==> src/rtl/flash_ram_pkg.sv <==
// Shared definitions for the SPI-flash-to-RAM writer: FSM encoding and lane geometry.
package flash_ram_pkg;

    localparam int LANES  = 4;
    localparam int LANE_W = $clog2(LANES);

    typedef enum logic [1:0] {
        S_IDLE  = 2'd0,
        S_FILL  = 2'd1,
        S_WRITE = 2'd2,
        S_DONE  = 2'd3
    } state_t;

endpackage

==> src/rtl/byte_lane_packer.sv <==
// Packs a byte stream little-endian into a 32-bit word with a matching byteenable mask.
module byte_lane_packer
    import flash_ram_pkg::*;
(
    input  logic                 clk,
    input  logic                 reset_n,
    input  logic                 i_clear,
    input  logic                 i_load,
    input  logic [7:0]           i_byte,
    output logic [8*LANES-1:0]   o_data,
    output logic [LANES-1:0]     o_be,
    output logic [LANE_W-1:0]    o_lane
);

    logic [8*LANES-1:0] r_data;
    logic [LANES-1:0]   r_be;
    logic [LANE_W-1:0]  r_lane;

    always_ff @(posedge clk or negedge reset_n) begin
        if (!reset_n) begin
            r_data <= '0;
            r_be   <= '0;
            r_lane <= '0;
        end else if (i_clear) begin
            r_data <= '0;
            r_be   <= '0;
            r_lane <= '0;
        end else if (i_load) begin
            r_data[8*r_lane +: 8] <= i_byte;
            r_be[r_lane]          <= 1'b1;
            r_lane                <= r_lane + 1'b1;
        end
    end

    assign o_data = r_data;
    assign o_be   = r_be;
    assign o_lane = r_lane;

endmodule

==> src/rtl/flash_ram_writer.sv <==
// Copies a counted byte stream from the SPI flash reader into on-chip RAM as 32-bit
// Avalon-MM writes, one word per RAM address, with a partial final word masked by byteenable.
module flash_ram_writer
    import flash_ram_pkg::*;
#(
    parameter int ADDR_W = 11,
    parameter int CNT_W  = 13
) (
    input  logic              clk,
    input  logic              reset_n,
    input  logic              ctl_start,
    input  logic [ADDR_W-1:0] ctl_base,
    input  logic [CNT_W-1:0]  ctl_count,
    output logic              ctl_busy,
    output logic              ctl_done,
    input  logic [7:0]        st_data,
    input  logic              st_valid,
    output logic              st_ready,
    output logic [ADDR_W-1:0] avm_address,
    output logic [3:0]        avm_byteenable,
    output logic [31:0]       avm_writedata,
    output logic              avm_chipselect,
    output logic              avm_write,
    input  logic              avm_waitrequest,
    output logic [1:0]        o_dbg_state
);

    state_t              r_state;
    logic [ADDR_W-1:0]   r_addr;
    logic [CNT_W-1:0]    r_count;
    logic                r_busy;
    logic                r_done;
    logic                r_ready;
    logic                r_write;

    logic                w_accept;
    logic                w_last;
    logic                w_clear;
    logic [LANE_W-1:0]   w_lane;

    // Streaming handshake: a byte moves on a rising edge where st_valid and st_ready are both high.
    assign w_accept = r_ready & st_valid;
    assign w_last   = (w_lane == LANE_W'(LANES - 1)) || (r_count == CNT_W'(1));
    assign w_clear  = ((r_state == S_IDLE) && ctl_start) ||
                      ((r_state == S_WRITE) && !avm_waitrequest);

    byte_lane_packer u_packer (
        .clk     (clk),
        .reset_n (reset_n),
        .i_clear (w_clear),
        .i_load  (w_accept),
        .i_byte  (st_data),
        .o_data  (avm_writedata),
        .o_be    (avm_byteenable),
        .o_lane  (w_lane)
    );

    always_ff @(posedge clk or negedge reset_n) begin
        if (!reset_n) begin
            r_state <= S_IDLE;
            r_addr  <= '0;
            r_count <= '0;
            r_busy  <= 1'b0;
            r_done  <= 1'b0;
            r_ready <= 1'b0;
            r_write <= 1'b0;
        end else begin
            r_done <= 1'b0;
            case (r_state)
                S_IDLE: begin
                    if (ctl_start) begin
                        r_addr  <= ctl_base;
                        r_count <= ctl_count;
                        r_busy  <= 1'b1;
                        if (ctl_count == '0) begin
                            r_state <= S_DONE;
                        end else begin
                            r_state <= S_FILL;
                            r_ready <= 1'b1;
                        end
                    end
                end
                S_FILL: begin
                    if (w_accept) begin
                        r_count <= r_count - 1'b1;
                        if (w_last) begin
                            r_state <= S_WRITE;
                            r_ready <= 1'b0;
                            r_write <= 1'b1;
                        end
                    end
                end
                S_WRITE: begin
                    // Address, data and byteenable stay frozen until the slave drops waitrequest.
                    if (!avm_waitrequest) begin
                        r_write <= 1'b0;
                        r_addr  <= r_addr + 1'b1;
                        if (r_count != '0) begin
                            r_state <= S_FILL;
                            r_ready <= 1'b1;
                        end else begin
                            r_state <= S_DONE;
                        end
                    end
                end
                S_DONE: begin
                    r_done  <= 1'b1;
                    r_busy  <= 1'b0;
                    r_state <= S_IDLE;
                end
                default: r_state <= S_IDLE;
            endcase
        end
    end

    assign ctl_busy       = r_busy;
    assign ctl_done       = r_done;
    assign st_ready       = r_ready;
    assign avm_address    = r_addr;
    assign avm_write      = r_write;
    assign avm_chipselect = r_write;
    assign o_dbg_state    = r_state;

endmodule

==> config.mk <==
export PLATFORM = sky130hd
export DESIGN_NAME = flash_ram_writer
export DESIGN_NICKNAME = d
export VERILOG_FILES = /design/src/rtl/flash_ram_pkg.sv /design/src/rtl/byte_lane_packer.sv /design/src/rtl/flash_ram_writer.sv
export SDC_FILE = /design/constraint.sdc
export NUM_CORES = 1
export LEC_CHECK = 0
export CAP_MARGIN = 5
export CORE_ASPECT_RATIO = 0.75
export CORE_MARGIN = 2
export CORE_UTILIZATION = 49
export DETAILED_ROUTE_END_ITERATION = 12
export PLACE_DENSITY = 0.81
export REMOVE_ABC_BUFFERS = 1
export SETUP_SLACK_MARGIN = 0.1
export SYNTH_ARGS = -nofsm -noshare
export SYNTH_HDL_FRONTEND = slang
export SYNTH_SLANG_ARGS = --single-unit
==> constraint.sdc <==
create_clock -name clk -period 2.2 [get_ports clk]
set_input_delay 0.44 -clock clk [delete_from_list [all_inputs] [get_ports clk]]
set_output_delay 0.44 -clock clk [all_outputs]
set_load 0.01 [all_outputs]
==> results of run 1 <==
-- metal layers --
metal / wire (µm) / up-vias / track usage (%)
met5: 0 / - / 0
met4: 68 / 0 / 7.81
met3: 669 / 7 / 5.23
met2: 4130 / 121 / 36.8
met1: 4440 / 1482 / 38.8
li1: - / 1454 / -
-- layout make-up --
class / count / area, µm² / share of cell area [%]
Multi-Input combinational cell: 238 / 1610 / 34.4
Inverter: 9 / 33.8 / 0.725
Sequential cell: 68 / 1700 / 36.5
Clock inverter: 5 / 52.6 / 1.13
Clock buffer: 10 / 138 / 2.95
Timing Repair Buffer: 104 / 1030 / 22.0
Tap cell: 84 / 105 / 2.25
-- layout by cell type (no fill, tap or decap), types with 2 or more instances in the layout --
cell type	Yosys	final
inv_1	9	9
a21oi_1	32	32
nand2b_1	6	6
a22o_1	35	35
nor4_1	5	5
a21o_1	3	3
a211oi_1	6	6
nand3_1	11	11
a31oi_1	2	2
o2bb2ai_1	2	2
dfrtp_1	68	68
and2_1	5	5
nor3_1	4	4
nand4_1	5	5
and4_1	3	3
a22oi_1	2	2
buf_4	1	12
ha_1	12	12
nand2_1	16	16
o31ai_1	2	2
clkdlybuf4s50_1	0	89
o22ai_1	8	8
mux2i_1	3	3
a2bb2oi_1	7	7
o21ai_0	18	18
buf_12	0	2
nor3_2	3	3
clkinv_2	0	3
a32oi_1	3	3
and3_1	6	6
clkbuf_8	0	10
nor2_1	23	23
or3_1	2	2
-- power by group through the flow --
stage	registers [mW]	clock network [mW]	logic, mW
global route	2.12	1.10	3.11
CTS	2.05	1.04	2.82
detailed placement	2.07	0	2.79
floorplan	2.10	0	1.51
finish	2.06	1.02	2.83
global placement	2.06	0	2.73
-- synthesized netlist by cell type (2+ instances only) --
cell	count
nor4_1	5
dfrtp_1	68
and4_1	3
and3_1	6
o2bb2ai_1	2
a2bb2oi_1	7
a22oi_1	2
nand2_1	16
a21oi_1	32
a31oi_1	2
o31ai_1	2
mux2i_1	3
nand3_1	11
a32oi_1	3
nor2_1	23
buf_2	12
nor3_2	3
nand4_1	5
nand2b_1	6
and2_1	5
a211oi_1	6
a21o_1	3
or3_1	2
a22o_1	35
clkbuf_1	6
ha_1	12
nor3_1	4
o21ai_0	18
inv_1	9
o22ai_1	8
-- path summary, 6_finish.rpt --
path	from	endpoint
max	o_dbg_state[0]	o_dbg_state[0]
min	reset_n	o_dbg_state[0]
max reg2reg	o_dbg_state[1]	u_packer.o_data[18]
min reg2reg	u_packer.o_data[25]	u_packer.o_data[25]
max in group asynchronous	reset_n	u_packer.o_be[0]
min in group clk	u_packer.o_data[25]	u_packer.o_data[25]
-- state kept, by name (all words and copies together), names as in the netlist, 2 cells and up --
register,cells
u_packer.o_data,32
r_count,13
avm_address,11
u_packer.o_be,4
o_dbg_state,2
u_packer.o_lane,2
-- kinds of logic after synthesis --
logic type / after synthesis / synth area share, %
AOI/OAI and AO/OA: 129 / 26.6
xor gates and xnor gates: 1 / 0.255
adders and majority gates: 12 / 4.38
buffers and inverters: 28 / 3.61
DFF: 68 / 49.6
muxes: 3 / 0.875
and+or+nand+nor: 93 / 14.7
-- through the flow --
stage	TNS [ns]	util, %	setup WS (ns)	hold slack (ns)
floorplan	0	-	0.0136	0.144
global placement	-0.154	65.8	-0.0249	0.481
detailed placement	-1.60	65.8	-0.0873	0.486
CTS	0	68.6	0.174	0.112
global route	0	68.6	0.100	0.135
finish	0	68.6	0.179	0.106
==> run_results.csv, run 1 <==
group,metric,value,unit
outcome,status,"finished clean",
yosys,synth_seq_cells,68,
clock_tree,cts.sinks,68,
worst_setup_path,cp.depth,1,
clock_tree,ctsResizeCount,0,
yosys,synth_cell_types,45,
clock_tree,worstSkewPairLatency,0.34,ns
power_and_ir_drop,power_frac_clock,17.2,%
clock_tree,htreeDepth,3,
yosys,synthArstFlopShare,100,%
clock_tree,cts_tree,"built",
timing,relSlewSlack,48.6,%
floorplan,dieHeight,76.5,µm
worst_setup_path,critical-path-max-stage-delay,0.63,ns
clock_tree,clockRootBuffer,"clkbuf_8",
worst_setup_path,endpoint_kind,"primary output",
clock_tree,postCtsHoldBufs,0,
cells_and_area,finalNetCount,479,
power_and_ir_drop,total_power,5.91,mW
cells_and_area,drive_gt1_share,8.53,%
floorplan,fp.dieW,101,µm
placed_design,portBuffers,90,
power_and_ir_drop,intPower,3.48,mW
worst_setup_path,critPathKind,"register to primary output",
grt,grt_pass1_vias,2931,
timing,rsz0062_at_grt,"false",
timing,fin_crit_sh,91.9,%
routing,ant_nets,0,
cells_and_area,area_delta_synth_final,35.9,%
run,cap_violations,0,
power_and_ir_drop,switching_power,2.42,mW
power_and_ir_drop,p_comb_share,47.8,%
yosys,synthesis.area,3430,µm²
floorplan,core.rowCount,26,
routing,drt-initial-drc-count,202,
yosys,synth.area.top_cells,"dfrtp_1 (50%), a22o_1 (8.9%), a21oi_1 (4.7%)",
worst_setup_path,rrSetupSlack,0.23,ns
worst_setup_path,start_kind,"register",
placed_design,gp_congestion,0.904,
worst_setup_path,critPathBufInv,1,
yosys,synth_edf_count,0,
clock_tree,numCtsBuffers,9,
worst_setup_path,arrival,1.58,ns
placed_design,place_area,4470,µm²
clock_tree,clk_pin_slew,0.07,ns
power_and_ir_drop,p_leak,2.00,nW
timing,timing.final.max_slew_violations,0,
cells_and_area,final_cell_area,4660,µm²
worst_setup_path,rr_worst_depth,5,
routing,vias,3064,
grt,grt_max_degree,27,
grt,grt_overflow,0,
timing,finalSetupViolations,0,
yosys,avgSynthCellArea,10.3,µm²
timing,finalCriticalPeriod,2.02,ns
yosys,synth_largest_area_cell,"dfrtp_1",
clock_tree,post_cts_buffers,0,
cells_and_area,n_antenna_cell,0,
worst_setup_path,path_max_fanout,13,
yosys,yosysWarnings,0,
routing,drt-total-wl,9310,µm
routing,drc_errors,0,
floorplan,dieArea,7690,µm²
cells_and_area,nFillCells,520,
worst_setup_path,crit_family,"buffers and inverters",
floorplan,start_util,50.5,%
routing,dr.pass1.iters,4,
worst_setup_path,cpMaxStageDelayCell,"clkdlybuf4s50_1",
worst_setup_path,cp_cell_sequence,"clkdlybuf4s50_1",
worst_setup_path,required,1.76,ns
clock_tree,cts_buffer_depth,2,
timing,finClkSkew,0.00608,ns
yosys,synth_top_area_share,49.6,%
hold_path,min_path_type,"input port to asynchronous set/reset pin",
power_and_ir_drop,ir_worst_vdd,0.623,mV
placed_design,hpwl,6750,µm
yosys,synth_cells,334,
grt,grt_usage,25.6,%
cells_and_area,stdcell_count,518,
placed_design,place_inst,503,
yosys,synth_flop_cell,"dfrtp_1",
floorplan,pin_count,91,
routing,via_per_inst,5.92,
power_and_ir_drop,powerDensity,1270,nW/µm²
grt,grt_pass1_wl,15400,µm
yosys,yosysSeqAreaShare,49.6,%
timing,tightest_slew,0.770,ns
timing,fmax,495,MHz
routing,wl_per_cell,18.0,µm
floorplan,core,6800,µm²
grt,grt_antenna_before_repair,0,
power_and_ir_drop,seq_power_share,34.9,%
timing,hold_viol_final,0,
power_and_ir_drop,switching_share,41.0,%
No activity file was read; power rests on OpenSTA's default activity.
==> inputs of run 2 (changes only) <==
- CORE_MARGIN: 2 -> 1
==> run 2 against run 1 <==
  * Clock skew grew 0.0013 ns
  * Sequential power hardly changed
  * Critical path depth stayed put
  * Utilization down 0.11 points
  * Non-clock buffer count fell by 1
  * Register-to-register slack hardly changed
  * Global-route usage grew 1.5 points
  * Die area down 4.6%
  * Count of clock-buffer cells in the layout decreased by 1
  * Via count up 3.5%
  * First-iteration DRC count shrank 5.4%
  * Flip-flop and latch count is the same
==> run_results.csv, run 2 (synthesized netlist as in run 1, its figures left out) <==
group,metric,value,unit
cells_and_area,largest_reg_flops,32,
grt,grt_usage,27.1,%
floorplan,dieArea,7340,µm²
hold_path,min_path_type,"input port to asynchronous set/reset pin",
routing,vias,3170,
grt,grt_pass1_wl,15100,µm
routing,wl_per_cell,18.4,µm
grt,met3_usage,7.71,%
clock_tree,numCtsBuffers,9,
cells_and_area,nFillCells,506,
worst_setup_path,critPathBufInv,1,
grt,grt_antenna_before_repair,0,
cells_and_area,area_delta_synth_final,35.7,%
clock_tree,postCtsHoldBufs,0,
outcome,status,"finished clean",
grt,top_usage_layer,"met2",
worst_setup_path,cp_cell_sequence,"clkdlybuf4s50_1",
timing,hold_viol_final,0,
cells_and_area,most-common-layout-cells,"clkdlybuf4s50_1 (89), dfrtp_1 (68), a22o_1 (35)",
clock_tree,post_cts_buffers,0,
grt,grt_overflow,0,
worst_setup_path,endpoint_kind,"primary output",
clock_tree,cts.sinks,68,
floorplan,core,6800,µm²
cells_and_area,seqCellArea,1700,µm²
worst_setup_path,critical-path-max-stage-delay,0.62,ns
placed_design,pre_cts_ws,-0.00314,ns
timing,fmax,500,MHz
grt,grtUsageMet1,38.8,%
worst_setup_path,path_max_fanout,13,
clock_tree,cts_tree,"built",
power_and_ir_drop,p_leak,1.99,nW
timing,setup_tns,0,ns
floorplan,dieHeight,74.5,µm
cells_and_area,n_antenna_cell,0,
timing,finClkSkew,0.00743,ns
worst_setup_path,critPathKind,"register to primary output",
routing,drc_errors,0,
placed_design,portBuffers,90,
timing,hold_slack,0.0212,ns
power_and_ir_drop,powerDensity,1270,nW/µm²
clock_tree,htreeDepth,3,
timing,tightest_slew,0.695,ns
routing,drt-initial-drc-count,191,
clock_tree,clockRootBuffer,"clkbuf_8",
clock_tree,worstSkewPairLatency,0.34,ns
grt,grt_pass1_vias,2876,
floorplan,fp.dieW,98.6,µm
worst_setup_path,start_kind,"register",
timing,layout_setup_ws,0.201,ns
run,cap_violations,0,
clock_tree,cts_buffer_depth,2,
timing,timing.final.max_slew_violations,0,
routing,drt-total-wl,9530,µm
routing,ant_nets,0,
placed_design,gp_congestion,0.863,
floorplan,start_util,50.5,%
routing,dr.pass1.iters,5,
cells_and_area,finalNetCount,478,
grt,grt_max_degree,52,
worst_setup_path,cpMaxStageDelayCell,"clkdlybuf4s50_1",
cells_and_area,final_common_cell,"clkdlybuf4s50_1",
cells_and_area,multi_input_area,1610,µm²
power_and_ir_drop,ir_worst_vdd,0.777,mV
timing,finalSetupViolations,0,
floorplan,core.rowCount,26,
power_and_ir_drop,total_power,5.90,mW
placed_design,hpwl,6810,µm
cells_and_area,drive_gt1_share,8.53,%
routing,via_per_inst,6.12,
timing,relSlewSlack,53.7,%
worst_setup_path,required,1.76,ns
timing,rsz0062_at_grt,"false",
floorplan,pin_count,91,
grt,use_met2,40.5,%
timing,finalCriticalPeriod,2.00,ns
timing,fin_crit_sh,90.9,%
worst_setup_path,crit_family,"buffers and inverters",
clock_tree,clk_pin_slew,0.08,ns
worst_setup_path,arrival,1.56,ns
run 2: worst reg2reg max path, delay by kind of cell (launching register included):
kind / cells / cell delay [ns]
AO/OA/AOI/OAI: 2 / 0.35
buffers and inverters: 3 / 0.41
AND/OR/NAND/NOR: 1 / 0.48
adder cells (fa/ha/maj): 1 / 0.23
flip-flops: 1 / 0.45
run 2: through the flow:
step / util [%] / cells / instance area [µm²]
after floorplan: - / 315 / 3340
after global placement: 65.7 / 502 / 4460
after detailed placement: 65.7 / 502 / 4460
after CTS: 68.5 / 518 / 4650
after global routing: 68.5 / 518 / 4650
final: 68.5 / 518 / 4650
run 2: cell type report:
| class | instances | area share [%] |
|---|---|---|
| flip-flops and latches | 68 | 36.6 |
| well taps | 84 | 2.26 |
| inverters | 9 | 0.726 |
| clock buffers | 9 | 2.66 |
| repair buffers | 103 | 21.9 |
| clock inverters | 7 | 1.42 |
| multi-input cells | 238 | 34.5 |
run 2: repair_timing:
item,CTS,global route
endpoints found under the setup margin,0,7
endpoints found under the hold margin,0,0
gates resized for setup,0,0
run 2: path summary, 6_finish.rpt:
kind / slack, ns / from / end / cells past startpoint
max: 0.20 / o_dbg_state[0] / o_dbg_state[0] / 1
min: 0.02 / reset_n / avm_address[0] / 1
max reg2reg: 0.22 / u_packer.o_lane[1] / u_packer.o_data[17] / 7
min reg2reg: 0.50 / u_packer.o_data[9] / u_packer.o_data[9] / 1
max in group asynchronous: 1.56 / reset_n / u_packer.o_lane[1] / 2
min in group clk: 0.50 / u_packer.o_data[9] / u_packer.o_data[9] / 1
run 2: where the power goes:
| part | switching (mW) | internal, mW | total, mW |
|---|---|---|---|
| logic | 1.54 | 1.31 | 2.85 |
| registers | 0.421 | 1.63 | 2.05 |
| clock network | 0.484 | 0.519 | 1.00 |
| total | 2.44 | 3.46 | 5.90 |
run 2: routing by layer:
metal | part of all wire [%] | vias up
met4 | 1.4 | 0
met5 | 0 | -
met3 | 6.9 | 14
met2 | 46 | 134
li1 | - | 1461
met1 | 46 | 1561
==> inputs of run 3 (changes only) <==
- PLACE_DENSITY: 0.81 -> unset
- PLACE_DENSITY_LB_ADDON: unset -> 0.3
==> run 3 against run 2 <==
  * Global-route usage down 1.7 points
  * Largest power group unchanged
  * Via count down 1.4%
  * Worst setup slack worse by 0.011 ns
  * Combinational power about the same
  * Clock power up 15%
  * Die area unchanged
  * Worst hold slack better by 0.024 ns
  * Flip-flop and latch count unchanged
  * Clock skew down 0.0012 ns
==> run_results.csv, run 3 (synthesized netlist as in run 1, its figures left out) <==
group,metric,value,unit
grt,grt_max_degree,29,
hold_path,min_path_type,"input port to asynchronous set/reset pin",
power_and_ir_drop,switching_power,2.45,mW
worst_setup_path,critPathKind,"register to primary output",
floorplan,dieHeight,74.5,µm
timing,finalSetupViolations,0,
cells_and_area,stdcell_count,522,
placed_design,place_area,4470,µm²
worst_setup_path,rrSetupSlack,0.27,ns
power_and_ir_drop,p_comb_share,46.9,%
routing,ant_nets,0,
timing,fin_crit_sh,91.4,%
cells_and_area,largest_reg_flops,32,
floorplan,core,6800,µm²
grt,grt_pass1_wl,14300,µm
routing,vias,3125,
timing,finClkSkew,0.00622,ns
clock_tree,worstSkewPairLatency,0.34,ns
floorplan,fp.dieW,98.6,µm
cells_and_area,finalNetCount,482,
clock_tree,postCtsHoldBufs,0,
placed_design,gp_congestion,0.839,
placed_design,hpwl,6340,µm
routing,drc_errors,0,
clock_tree,clk_pin_slew,0.08,ns
worst_setup_path,cp.depth,1,
timing,timing.final.max_slew_violations,0,
cells_and_area,most-common-layout-cells,"clkdlybuf4s50_1 (89), dfrtp_1 (68), a22o_1 (35)",
clock_tree,cts_tree,"built",
cells_and_area,fin_util,69.3,%
grt,grt_overflow,0,
power_and_ir_drop,seq_power_share,34.1,%
worst_setup_path,arrival,1.57,ns
clock_tree,cts.sinks,68,
cells_and_area,final_cell_area,4710,µm²
cells_and_area,area_delta_synth_final,37.3,%
worst_setup_path,endpoint_kind,"primary output",
outcome,status,"finished clean",
worst_setup_path,rr_worst_depth,7,
floorplan,core.rowCount,26,
clock_tree,cts_buffer_depth,2,
worst_setup_path,critical-path-max-stage-delay,0.62,ns
placed_design,place_inst,505,
worst_setup_path,crit_family,"buffers and inverters",
floorplan,pin_count,91,
timing,hold_slack,0.0448,ns
timing,relSlewSlack,42.6,%
power_and_ir_drop,powerDensity,1280,nW/µm²
cells_and_area,n_antenna_cell,0,
worst_setup_path,path_max_fanout,13,
timing,rsz0062_at_grt,"false",
routing,drt-initial-drc-count,184,
grt,grt_antenna_before_repair,0,
clock_tree,clockRootBuffer,"clkbuf_8",
worst_setup_path,cp_cell_sequence,"clkdlybuf4s50_1",
clock_tree,htreeDepth,3,
placed_design,portBuffers,90,
worst_setup_path,critPathBufInv,1,
timing,finalCriticalPeriod,2.01,ns
worst_setup_path,required,1.76,ns
power_and_ir_drop,intPower,3.60,mW
power_and_ir_drop,ir_worst_vdd,0.785,mV
worst_setup_path,start_kind,"register",
worst_setup_path,cpMaxStageDelayCell,"clkdlybuf4s50_1",
routing,drt-total-wl,8960,µm
routing,wl_per_cell,17.2,µm
worst_setup_path,timing.rr.end,"u_packer.o_data[8]",
timing,tightest_slew,0.862,ns
power_and_ir_drop,switching_share,40.5,%
routing,via_per_inst,5.99,
power_and_ir_drop,total_power,6.05,mW
timing,hold_viol_final,0,
floorplan,dieArea,7340,µm²
worst_setup_path,rr_startpoint,"u_packer.o_lane[1]",
timing,fmax,498,MHz
cells_and_area,final_common_cell,"clkdlybuf4s50_1",
grt,grt_pass1_vias,2910,
run,cap_violations,0,
power_and_ir_drop,power_frac_clock,19.0,%
floorplan,start_util,50.5,%
cells_and_area,drive_gt1_share,9.36,%
routing,dr.pass1.iters,7,
grt,grt_usage,25.4,%
power_and_ir_drop,p_leak,2.03,nW
clock_tree,numCtsBuffers,9,
## run 3: cell types whose count changed in the layout (fill, tap and decap cells not counted)
cell	change
nor3_2	-1
buf_4	+5
clkinv_2	-3
buf_12	-1
bufinv_16	+1
nor3_4	+1
clkinv_4	+2
## run 3: final cells by class
cell class,count,area [µm²]
clock buffer,9,124
timing repair buffer,107,1040
tap,84,105
fill,531,2090
multi-input combinational,238,1610
clock inverter,7,98.8
inverter,9,33.8
sequential,68,1700
## run 3: repair_timing
item                       CTS  global route
resized for setup            0             1
setup endpoints to repair    0            16
setup buffers                0             1
## run 3: power by group through the flow
stage,logic [mW],clock network (mW),registers (mW)
after CTS,2.83,1.17,2.05
after global placement,2.73,0,2.05
after global routing,3.12,1.23,2.12
final,2.84,1.15,2.06
after floorplan,1.51,0,2.10
after detailed placement,2.82,0,2.07
## run 3: worst max-delay path by stage
| stage | startpoint | end | slack (ns) |
|---|---|---|---|
| 2_1_floorplan | o_dbg_state[1] | u_packer.o_data[0] | 0.01 |
| 3_3_place_gp | avm_waitrequest | u_packer.o_data[21] | -0.09 |
| 3_5_place_dp | avm_waitrequest | u_packer.o_data[26] | -0.16 |
| 4_1_cts | u_packer.o_lane[1] | u_packer.o_data[30] | 0.16 |
| 5_1_grt | u_packer.o_lane[1] | u_packer.o_data[15] | 0.11 |
| 6_report | o_dbg_state[0] | o_dbg_state[0] | 0.19 |
## run 3: routing by layer
metal / routed length [µm] / vias to the layer above / GRT usage [%]
li1: - / 1475 / -
met1: 4190 / 1529 / 36.0
met2: 4110 / 114 / 39.7
met3: 553 / 7 / 5.45
met4: 99 / 0 / 8.13
met5: 0 / - / 0
## run 3: metrics by stage
stage                     setup TNS (ns)  setup WS, ns
final                                  0         0.190
after global routing                   0         0.111
after CTS                              0         0.158
after detailed placement           -2.07        -0.157
after global placement             -1.08       -0.0900
after floorplan                        0        0.0136
